## src/rtl/yutorina_if_stage.sv

```systemverilog
// yutorina_if_stage: instruction-fetch stage of the Yutorina pipeline.
// Owns the PC, fetches words over an active-low req/rdy bus and hands the
// fetched instruction to ID through if_en_/if_pc/if_insn.
//
// Optional feature macro: YUTORINA_IF_BUS_TIMEOUT_EN
//   When defined, a bus watchdog stops fetching after TIMEOUT cycles without
//   rdy, pulses if_bus_err and parks the stage in HALT until a flush.
//
// state      | meaning
// -----------+---------------------------------------------------------------
// ST_IDLE    | first cycle after reset, no request outstanding yet
// ST_REQ     | request at bus_addr outstanding, its data will be used
// ST_DISCARD | request outstanding but redirected, its data will be dropped
// ST_PEND    | word arrived during a stall, parked in the pending buffer
// ST_HALT    | bus watchdog fired, waiting for a flush (optional feature)

module yutorina_if_stage #(
  parameter int                ADDR_W       = 30,
  parameter int                DATA_W       = 32,
  parameter logic [ADDR_W-1:0] RESET_VECTOR = '0,
  parameter int                TIMEOUT      = 255
) (
  input  logic              clk,
  input  logic              rst,
  input  logic              stall,
  input  logic              flush,
  input  logic [ADDR_W-1:0] new_pc,
  input  logic              br_taken,
  input  logic [ADDR_W-1:0] br_addr,
  output logic              bus_req_,
  output logic [ADDR_W-1:0] bus_addr,
  input  logic              bus_rdy_,
  input  logic [DATA_W-1:0] bus_rd_data,
  output logic              if_en_,
  output logic [ADDR_W-1:0] if_pc,
  output logic [DATA_W-1:0] if_insn,
  output logic              if_bus_err
);

  localparam logic ENABLE_  = 1'b0;
  localparam logic DISABLE_ = 1'b1;

  typedef enum logic [2:0] {
    ST_IDLE,
    ST_REQ,
    ST_DISCARD,
    ST_PEND
`ifdef YUTORINA_IF_BUS_TIMEOUT_EN
    ,
    ST_HALT
`endif
  } state_t;

  state_t            state_q, state_d;
  logic [ADDR_W-1:0] pc_q, pc_d;
  logic              bus_req_q, bus_req_d;
  logic [ADDR_W-1:0] bus_addr_q, bus_addr_d;
  logic              if_en_q, if_en_d;
  logic [ADDR_W-1:0] if_pc_q, if_pc_d;
  logic [DATA_W-1:0] if_insn_q, if_insn_d;
  // The pending buffer only holds meaningful contents while in ST_PEND,
  // so the state itself serves as its valid flag.
  logic [ADDR_W-1:0] pend_pc_q, pend_pc_d;
  logic [DATA_W-1:0] pend_insn_q, pend_insn_d;

  logic              rdy;
  logic              redir;
  logic [ADDR_W-1:0] redir_pc;

`ifdef YUTORINA_IF_BUS_TIMEOUT_EN
  localparam int WD_W = ($clog2(TIMEOUT + 1) > 8) ? $clog2(TIMEOUT + 1) : 8;
  // Count of waiting cycles already elapsed; the TIMEOUT-th waiting cycle fires.
  localparam logic [WD_W-1:0] WD_LIMIT = WD_W'(TIMEOUT - 1);

  logic [WD_W-1:0] wd_cnt_q, wd_cnt_d;
  logic            if_bus_err_q, if_bus_err_d;
`endif

  assign rdy      = (bus_rdy_ == ENABLE_);
  // flush wins over a branch; a branch is ignored while the pipe is stalled.
  assign redir    = flush | (br_taken & ~stall);
  assign redir_pc = flush ? new_pc : br_addr;

  // Next-state and next-output computation for the fetch FSM.
  always_comb begin
    state_d     = state_q;
    pc_d        = pc_q;
    bus_req_d   = bus_req_q;
    bus_addr_d  = bus_addr_q;
    if_en_d     = if_en_q;
    if_pc_d     = if_pc_q;
    if_insn_d   = if_insn_q;
    pend_pc_d   = pend_pc_q;
    pend_insn_d = pend_insn_q;
`ifdef YUTORINA_IF_BUS_TIMEOUT_EN
    wd_cnt_d     = '0;
    if_bus_err_d = 1'b0;
`endif

    case (state_q)
      ST_IDLE: begin
        if (flush) begin
          pc_d = new_pc;
        end
        bus_req_d  = ENABLE_;
        bus_addr_d = flush ? new_pc : pc_q;
        state_d    = ST_REQ;
      end

      ST_REQ: begin
        if (redir) begin
          pc_d    = redir_pc;
          if_en_d = DISABLE_;
          if (rdy) begin
            // Current word is stale; reissue straight away at the target.
            bus_addr_d = redir_pc;
          end else begin
            // Request cannot be withdrawn; let it finish and drop the data.
            state_d = ST_DISCARD;
          end
        end else if (rdy) begin
          if (stall) begin
            pend_pc_d   = pc_q;
            pend_insn_d = bus_rd_data;
            bus_req_d   = DISABLE_;
            state_d     = ST_PEND;
          end else begin
            if_en_d    = ENABLE_;
            if_pc_d    = pc_q;
            if_insn_d  = bus_rd_data;
            pc_d       = pc_q + 1'b1;
            bus_addr_d = pc_q + 1'b1;
          end
        end else if (!stall) begin
          if_en_d = DISABLE_;
        end
      end

      ST_DISCARD: begin
        if (redir) begin
          pc_d = redir_pc;
        end
        if (rdy) begin
          bus_addr_d = redir ? redir_pc : pc_q;
          state_d    = ST_REQ;
        end
      end

      ST_PEND: begin
        if (redir) begin
          // A redirect makes the parked word stale.
          if_en_d    = DISABLE_;
          pc_d       = redir_pc;
          bus_req_d  = ENABLE_;
          bus_addr_d = redir_pc;
          state_d    = ST_REQ;
        end else if (!stall) begin
          if_en_d    = ENABLE_;
          if_pc_d    = pend_pc_q;
          if_insn_d  = pend_insn_q;
          pc_d       = pend_pc_q + 1'b1;
          bus_req_d  = ENABLE_;
          bus_addr_d = pend_pc_q + 1'b1;
          state_d    = ST_REQ;
        end
      end

`ifdef YUTORINA_IF_BUS_TIMEOUT_EN
      ST_HALT: begin
        if (flush) begin
          pc_d       = new_pc;
          bus_req_d  = ENABLE_;
          bus_addr_d = new_pc;
          state_d    = ST_REQ;
        end
      end
`endif

      default: begin
        state_d = ST_IDLE;
      end
    endcase

`ifdef YUTORINA_IF_BUS_TIMEOUT_EN
    // Watchdog: count consecutive unanswered cycles; cleared by rdy or by any
    // state change. A flush on the firing cycle is honoured first and the
    // count is kept so the watchdog can still fire if the wait continues.
    if (((state_q == ST_REQ) || (state_q == ST_DISCARD)) && !rdy) begin
      if (wd_cnt_q == WD_LIMIT) begin
        if (!flush) begin
          bus_req_d    = DISABLE_;
          if_en_d      = DISABLE_;
          if_bus_err_d = 1'b1;
          state_d      = ST_HALT;
        end else if (state_d == state_q) begin
          wd_cnt_d = wd_cnt_q;
        end
      end else if (state_d == state_q) begin
        wd_cnt_d = wd_cnt_q + 1'b1;
      end
    end
`endif
  end

  // State and output registers with asynchronous active-low reset.
  always_ff @(posedge clk or negedge rst) begin
    if (!rst) begin
      state_q     <= ST_IDLE;
      pc_q        <= RESET_VECTOR;
      bus_req_q   <= DISABLE_;
      bus_addr_q  <= '0;
      if_en_q     <= DISABLE_;
      if_pc_q     <= '0;
      if_insn_q   <= '0;
      pend_pc_q   <= '0;
      pend_insn_q <= '0;
`ifdef YUTORINA_IF_BUS_TIMEOUT_EN
      wd_cnt_q     <= '0;
      if_bus_err_q <= 1'b0;
`endif
    end else begin
      state_q     <= state_d;
      pc_q        <= pc_d;
      bus_req_q   <= bus_req_d;
      bus_addr_q  <= bus_addr_d;
      if_en_q     <= if_en_d;
      if_pc_q     <= if_pc_d;
      if_insn_q   <= if_insn_d;
      pend_pc_q   <= pend_pc_d;
      pend_insn_q <= pend_insn_d;
`ifdef YUTORINA_IF_BUS_TIMEOUT_EN
      wd_cnt_q     <= wd_cnt_d;
      if_bus_err_q <= if_bus_err_d;
`endif
    end
  end

  assign bus_req_ = bus_req_q;
  assign bus_addr = bus_addr_q;
  assign if_en_   = if_en_q;
  assign if_pc    = if_pc_q;
  assign if_insn  = if_insn_q;
`ifdef YUTORINA_IF_BUS_TIMEOUT_EN
  assign if_bus_err = if_bus_err_q;
`else
  assign if_bus_err = 1'b0;
`endif

endmodule

```

## config.mk

```make
export PLATFORM = sky130hd
export DESIGN_NAME = yutorina_if_stage
export DESIGN_NICKNAME = d
export VERILOG_FILES = /design/src/rtl/yutorina_if_stage.sv
export SDC_FILE = /design/constraint.sdc
export NUM_CORES = 1
export LEC_CHECK = 0
export ABC_AREA = 1
export CAP_MARGIN = 20
export CORE_AREA = 3 3 203 225
export CTS_CLUSTER_DIAMETER = 60
export DETAILED_ROUTE_END_ITERATION = 8
export DIE_AREA = 0 0 206 228
export GPL_TIMING_DRIVEN = 0
export PLACE_DENSITY = 0.49
export RECOVER_POWER = 100
export SLEW_MARGIN = 20
export SYNTH_ARGS = -nofsm -noshare
export SYNTH_HDL_FRONTEND = slang
export SYNTH_SLANG_ARGS = --single-unit
```

## constraint.sdc

```tcl
create_clock -name clk -period 2.05 [get_ports clk]
set_clock_uncertainty 0.1 [all_clocks]
set_input_delay 0.205 -clock clk [delete_from_list [all_inputs] [get_ports clk]]
set_output_delay 0.205 -clock clk [all_outputs]
set_load 0.005 [all_outputs]
```

# Word level (Yosys, flattened, before mapping)

Cells that the tools add are included.

Add/subtract/negate cells: 2
Equal/unequal tests: 16
Muxes and demuxes: 45
Bitwise operators: 5
Reduce and logical (&&, ||, !) cells: 11

Operators with widths:

| operator                                                              | number |
|---|---|
| 30-bit 2-to-1 mux                                                     | 16 |
| 30-bit case mux with 4 select lines                                   | 2 |
| 32-bit 2-to-1 mux                                                     | 5 |
| 32-bit case mux with 2 select lines                                   | 1 |
| 30-bit by 1-bit adder with 30-bit output, second input constant       | 2 |
| 30-bit case mux with 2 select lines                                   | 1 |
| 3-bit 2-to-1 mux                                                      | 7 |
| 3-bit inequality test, second input constant                          | 5 |
| 5-bit AND reduction                                                   | 3 |
| 2-bit inequality test, second input constant                          | 7 |
| 3-bit case mux with 4 select lines                                    | 1 |
| 1-bit 2-to-1 mux                                                      | 10 |
| 4-bit AND reduction                                                   | 2 |
| 3-bit by 2-bit equality test with 1-bit output, second input constant | 2 |
| 6-bit AND reduction                                                   | 1 |
| 4-bit inequality test, second input constant                          | 1 |
| 4-bit nonzero test                                                    | 1 |
| 3-bit by 1-bit equality test with 1-bit output, second input constant | 1 |
| 3-bit zero test                                                       | 1 |
| 1-bit inverter                                                        | 3 |
| 1-bit case mux with 3 select lines                                    | 1 |
| 3-bit nonzero test                                                    | 1 |
| 1-bit case mux with 2 select lines                                    | 1 |
| 2-bit AND reduction                                                   | 1 |
| 3 further kinds                                                       | 3 |

Flip-flop bits (word level): 189

# Longest topological paths before layout

Word-level depth: 6
Depth in mapped cells: 14

# Worst setup path after synthesis

OpenSTA, ideal clock, no wires.

Path kind: register to register
Start: reg state_q[0]
End: reg bus_addr_q[14], in the netlist bus_addr[14]
Arrival time: 1.782 ns
Data required time: 1.812 ns
Setup slack: 0.030 ns
Cell stages (with the launch flop): 14
Buffers on the path: 2
Clock period less this slack: 2.020 ns
Cells stage by stage: dfrtp_1 -> ha_1 -> buf_2 -> nor2_2 -> nand2_1 -> nand2_1 -> inv_2 -> buf_2 -> a21oi_1 -> o21ai_0 -> nor2_1 -> nand2_1 -> nand2_1 -> a31oi_1

Word-level cells in the longest chain between the ends: 3
Elaborated cells between the ends (all ways): 11

RTL lines:

| what                                                                   | line | source |
|---|---|---|
| from (decl)                                                            | 54   | `state_t state_q, state_d;` |
| from (signal assigned)                                                 | 222  | `state_q <= state_d;` |
| 3-bit by 1-bit equality test with 1-bit output (tied with other cells) | 100  | `case (state_q)` |
| 3-bit inequality test (no line) (tied with other cells)                | n/a  |  |
| 5-bit AND reduction (no line)                                          | n/a  |  |
| to (signal assigned)                                                   | 225  | `bus_addr_q <= bus_addr_d;` |
| to (decl)                                                              | 57   | `logic [ADDR_W-1:0] bus_addr_q, bus_addr_d;` |

Parallel ways exist; a longest one is shown, timed or not.
A chain may end at the register's enable or synchronous reset.

# Final worst setup path

Start: reg state_q[0]
End: reg bus_addr_q[20], in the netlist bus_addr[20]

The elaborated chain is that of the path after synthesis.

==> flow_summary.json <==
{
  "fin_crit_sh": 1.04,
  "grt.met1_usage": 0.263,
  "io-pin-count": 193,
  "grt_overflow": 0,
  "diodes": 0,
  "met2_usage": 0.308,
  "clk_pin_slew_worst_paths_ns": 0.08,
  "ys_seq_area_frac": 0.433,
  "setup_viol": 48,
  "violations": "negative setup slack",
  "grt_usage": 0.192,
  "p_switching_mw": 10.1,
  "wl_per_cell_um": 19.8,
  "synth.avg_cell_area_um2": 7.14,
  "htreeDepth": 4,
  "cts_tree": "yes",
  "worst_pin_slew_ns": 0.652,
  "status": "complete, but fails checks",
  "powerDensity_nw_per_um2": 1430,
  "maxCapViolations": 0,
  "max-clock-path-buffers": 2,
  "power_mw": 22.4,
  "ir_worst_vdd_v": 0.000684,
  "die_h_um": 228,
  "postRouteWirelength_um": 46900,
  "start_kind": "flip-flop",
  "crit_type": "reg -> reg",
  "initial_core_util": 0.250,
  "drc": 0,
  "hp-class": "in -> reg",
  "grt_pass1_wl_um": 68700,
  "synth_cells": 1522,
  "fin_nets": 1886,
  "fillerInstances": 4586,
  "core_area_um2": 43400,
  "crit_arrival_ns": 2.43,
  "antenna_left": 0,
  "period_minus_slack_ns": 2.13,
  "dp_hpwl_um": 35300,
  "cp_cell_sequence": "inv_1 > ha_4 > clkinvlp_4 > nand2_2 > nand2_4 > inv_6 > buf_8 > buf_12 > a21oi_2 > nand3_1 > nand3_1 > nand2_1 > nand2_1 > nand2_1",
  "firstDrtPassIters": 6,
  "p_seq_frac": 0.332,
  "fp.dieW_um": 206,
  "clk_latency_ns": 0.47,
  "p_leak_nw": 6.70,
  "vias_per_cell": 4.84,
  "slowest_stage": "dfrtp_2",
  "area_growth_pct": 44.0,
  "max_freq_mhz": 470,
  "grt_max_degree": 91,
  "antenna_found_initial": 0,
  "cp_top_family": "simple AND/OR/NAND/NOR gates",
  "critPathMaxFanout": 4,
  "grt_use_met3": 0.0264,
  "ys_types": 39,
  "numClockSinks": 188,
  "rows": 80,
  "vias": 11500,
  "ys_seq_elements": 188,
  "synth_area_um2": 10900,
  "utilization": 0.360,
  "slowest_delay_ns": 0.47,
  "max-slew-margin-rel": 0.565,
  "root_buffer": "clkbuf_16",
  "crit_buf_inv": 5,
  "yosys_warnings": 0,
  "hold_viol_final": 0,
  "switching_share": 0.451,
  "end_kind": "flip-flop",
  "worst_ep_required_time_ns": 2.36,
  "p_comb_frac": 0.515,
  "crit_top_cell": "nand2_1",
  "grt_pass1_vias": 11200,
  "fin_ws_ns": -0.0777,
  "die_area_um2": 47000,
  "drive_gt1_frac": 0.194,
  "io_buffers": 190,
  "syn-num-nets": 1627,
  "p_int_mw": 12.3,
  "cts-buffers-inserted": 17,
  "drt_iter0_drc": 785,
  "drv_slew": 0,
  "top_usage_layer": "met2",
  "clkPwrFrac": 0.153,
  "gp_congestion": 0.907,
  "rsz0062_at_grt": "yes"
}
## synthesized netlist by cell type
library cell,instances,area [µm²]
a211oi_1,1,7.51
a21boi_0,2,15.0
a21oi_1,51,255
a22o_1,3,26.3
a22oi_1,1,7.51
a31oi_1,69,432
and2_1,5,31.3
buf_1,7,26.3
buf_2,26,130
buf_4,1,7.51
clkbuf_1,50,188
conb_1,1,3.75
dfrtp_1,186,4650
dfstp_2,2,52.6
ha_1,7,87.6
inv_1,85,319
inv_2,6,22.5
mux2_1,17,191
mux2_2,15,169
nand2_1,523,1960
nand2_2,1,6.26
nand2_4,1,11.3
nand3_1,111,556
nand3b_1,12,90.1
nand4_1,9,56.3
nor2_1,166,623
nor2_2,8,50.1
nor3_1,6,30.0
nor3_2,1,10.0
nor4_4,1,21.3
o2111ai_1,5,43.8
o211ai_1,12,90.1
o21ai_0,114,571
o21ai_1,5,25.0
o22ai_1,4,25.0
o2bb2ai_1,1,8.76
o31ai_1,3,22.5
or2_2,1,6.26
xor2_1,3,26.3
## registers in the layout (all words and copies together), names as in the netlist
name         count
bus_addr        30
pc_q            30
pend_pc_q       30
if_en_           1
if_pc           30
bus_req_         1
if_insn         32
state_q          2
pend_insn_q     32
## worst min-delay path, delay by kind of cell
family | cells | cell delay [ns]
AOI/OAI and AO/OA | 1 | 0.07
and+or+nand+nor | 1 | 0.07
buffers and inverters | 1 | 0.42
## stage by stage
| stage | instances | hold slack, ns | TNS (ns) | instance area, µm² | setup WS [ns] |
|---|---|---|---|---|---|
| 3_3_place_gp | 2286 | 0.364 | -1545.44 | 13500 | -7.73 |
| 3_5_place_dp | 2288 | -0.0853 | -108.74 | 13500 | -0.891 |
| 5_1_grt | 2367 | 0.240 | -12.41 | 15600 | -0.188 |
| 4_1_cts | 2345 | 0.213 | -2.88 | 14900 | -0.0894 |
| 2_1_floorplan | 1522 | -0.191 | 0 | 10900 | 0.0301 |
| 6_report | 2367 | 0.232 | -1.67 | 15600 | -0.0777 |
## final cells by class
| type | instances | area (µm²) | share of cell area |
|---|---|---|---|
| sequential | 188 | 4740 | 0.303 |
| multi-input combinational | 1159 | 6100 | 0.390 |
| clock inverter | 14 | 153 | 0.00976 |
| buffer | 78 | 611 | 0.0390 |
| inverter | 91 | 353 | 0.0226 |
| tap | 574 | 718 | 0.0459 |
| timing repair buffer | 246 | 2550 | 0.163 |
| clock buffer | 17 | 425 | 0.0272 |
## logic make-up (layout without fill, tap and decap cells)
family                     after synthesis  after routing  synth area share
AOI/OAI and AO/OA                      271            271             0.141
buffers and inverters                  175            446            0.0638
DFF                                    188            188             0.433
adders and majority gates                7              7           0.00806
and+or+nand+nor                        845            845             0.318
other                                    1              1          0.000345
xor gates and xnor gates                 3              3           0.00242
muxes                                   32             32            0.0332
## what timing repair did
item | 4_1_cts | 5_1_grt
gates resized for setup | 177 | 175
pin swaps | 24 | 29
hold endpoints to repair | 99 | 0
hold buffers | 3 | 0
buffers inserted | 28 | 16
gates cloned | 0 | 7
setup endpoints to repair | 187 | 228
## layer usage
| layer | up-vias | routed length [µm] |
|---|---|---|
| li1 | 5559 | - |
| met1 | 5399 | 21300 |
| met2 | 438 | 21600 |
| met3 | 70 | 2440 |
| met4 | 0 | 1510 |
| met5 | - | 0 |
## power by group through the flow
| stage | Clock, mW | Sequential [mW] | Combinational (mW) |
|---|---|---|---|
| finish | 3.42 | 7.42 | 11.5 |
| global route | 3.65 | 7.69 | 12.7 |
| CTS | 3.52 | 7.26 | 11.1 |
| detailed placement | 0 | 7.22 | 10.1 |
| global placement | 0 | 7.20 | 10.0 |
| floorplan | 0 | 6.80 | 5.38 |
## cell usage in the layout (no fill, tap or decap), types with 26 or more instances in the layout
cell type        netlist  routed
nand2_1              523     492
dfrtp_2                0      26
clkbuf_2               0      26
nand3_1              111      92
dlygate4sd3_1          0      97
clkdlybuf4s50_1        0      95
nor2_2                 8      35
nand2_2                1      27
inv_1                 85      82
nor2_1               166     109
nor2_4                 0      30
buf_4                  1      43
o21ai_0              114     105
a21oi_1               51      40
dfrtp_1              186     160
a31oi_1               69      68
## worst paths after layout
kind	start	endpoint	slack [ns]	depth (start not counted)
max	state_q[0]	bus_addr[20]	-0.08	14
min	bus_rd_data[0]	if_insn[0]	0.23	3
max reg2reg	state_q[0]	bus_addr[20]	-0.08	14
min reg2reg	bus_addr[28]	bus_addr[28]	0.38	2
max in group asynchronous	rst	if_en_	0.12	5
min in group asynchronous	rst	pend_insn_q[7]	0.55	3
Power figures use the tool's default switching activity.
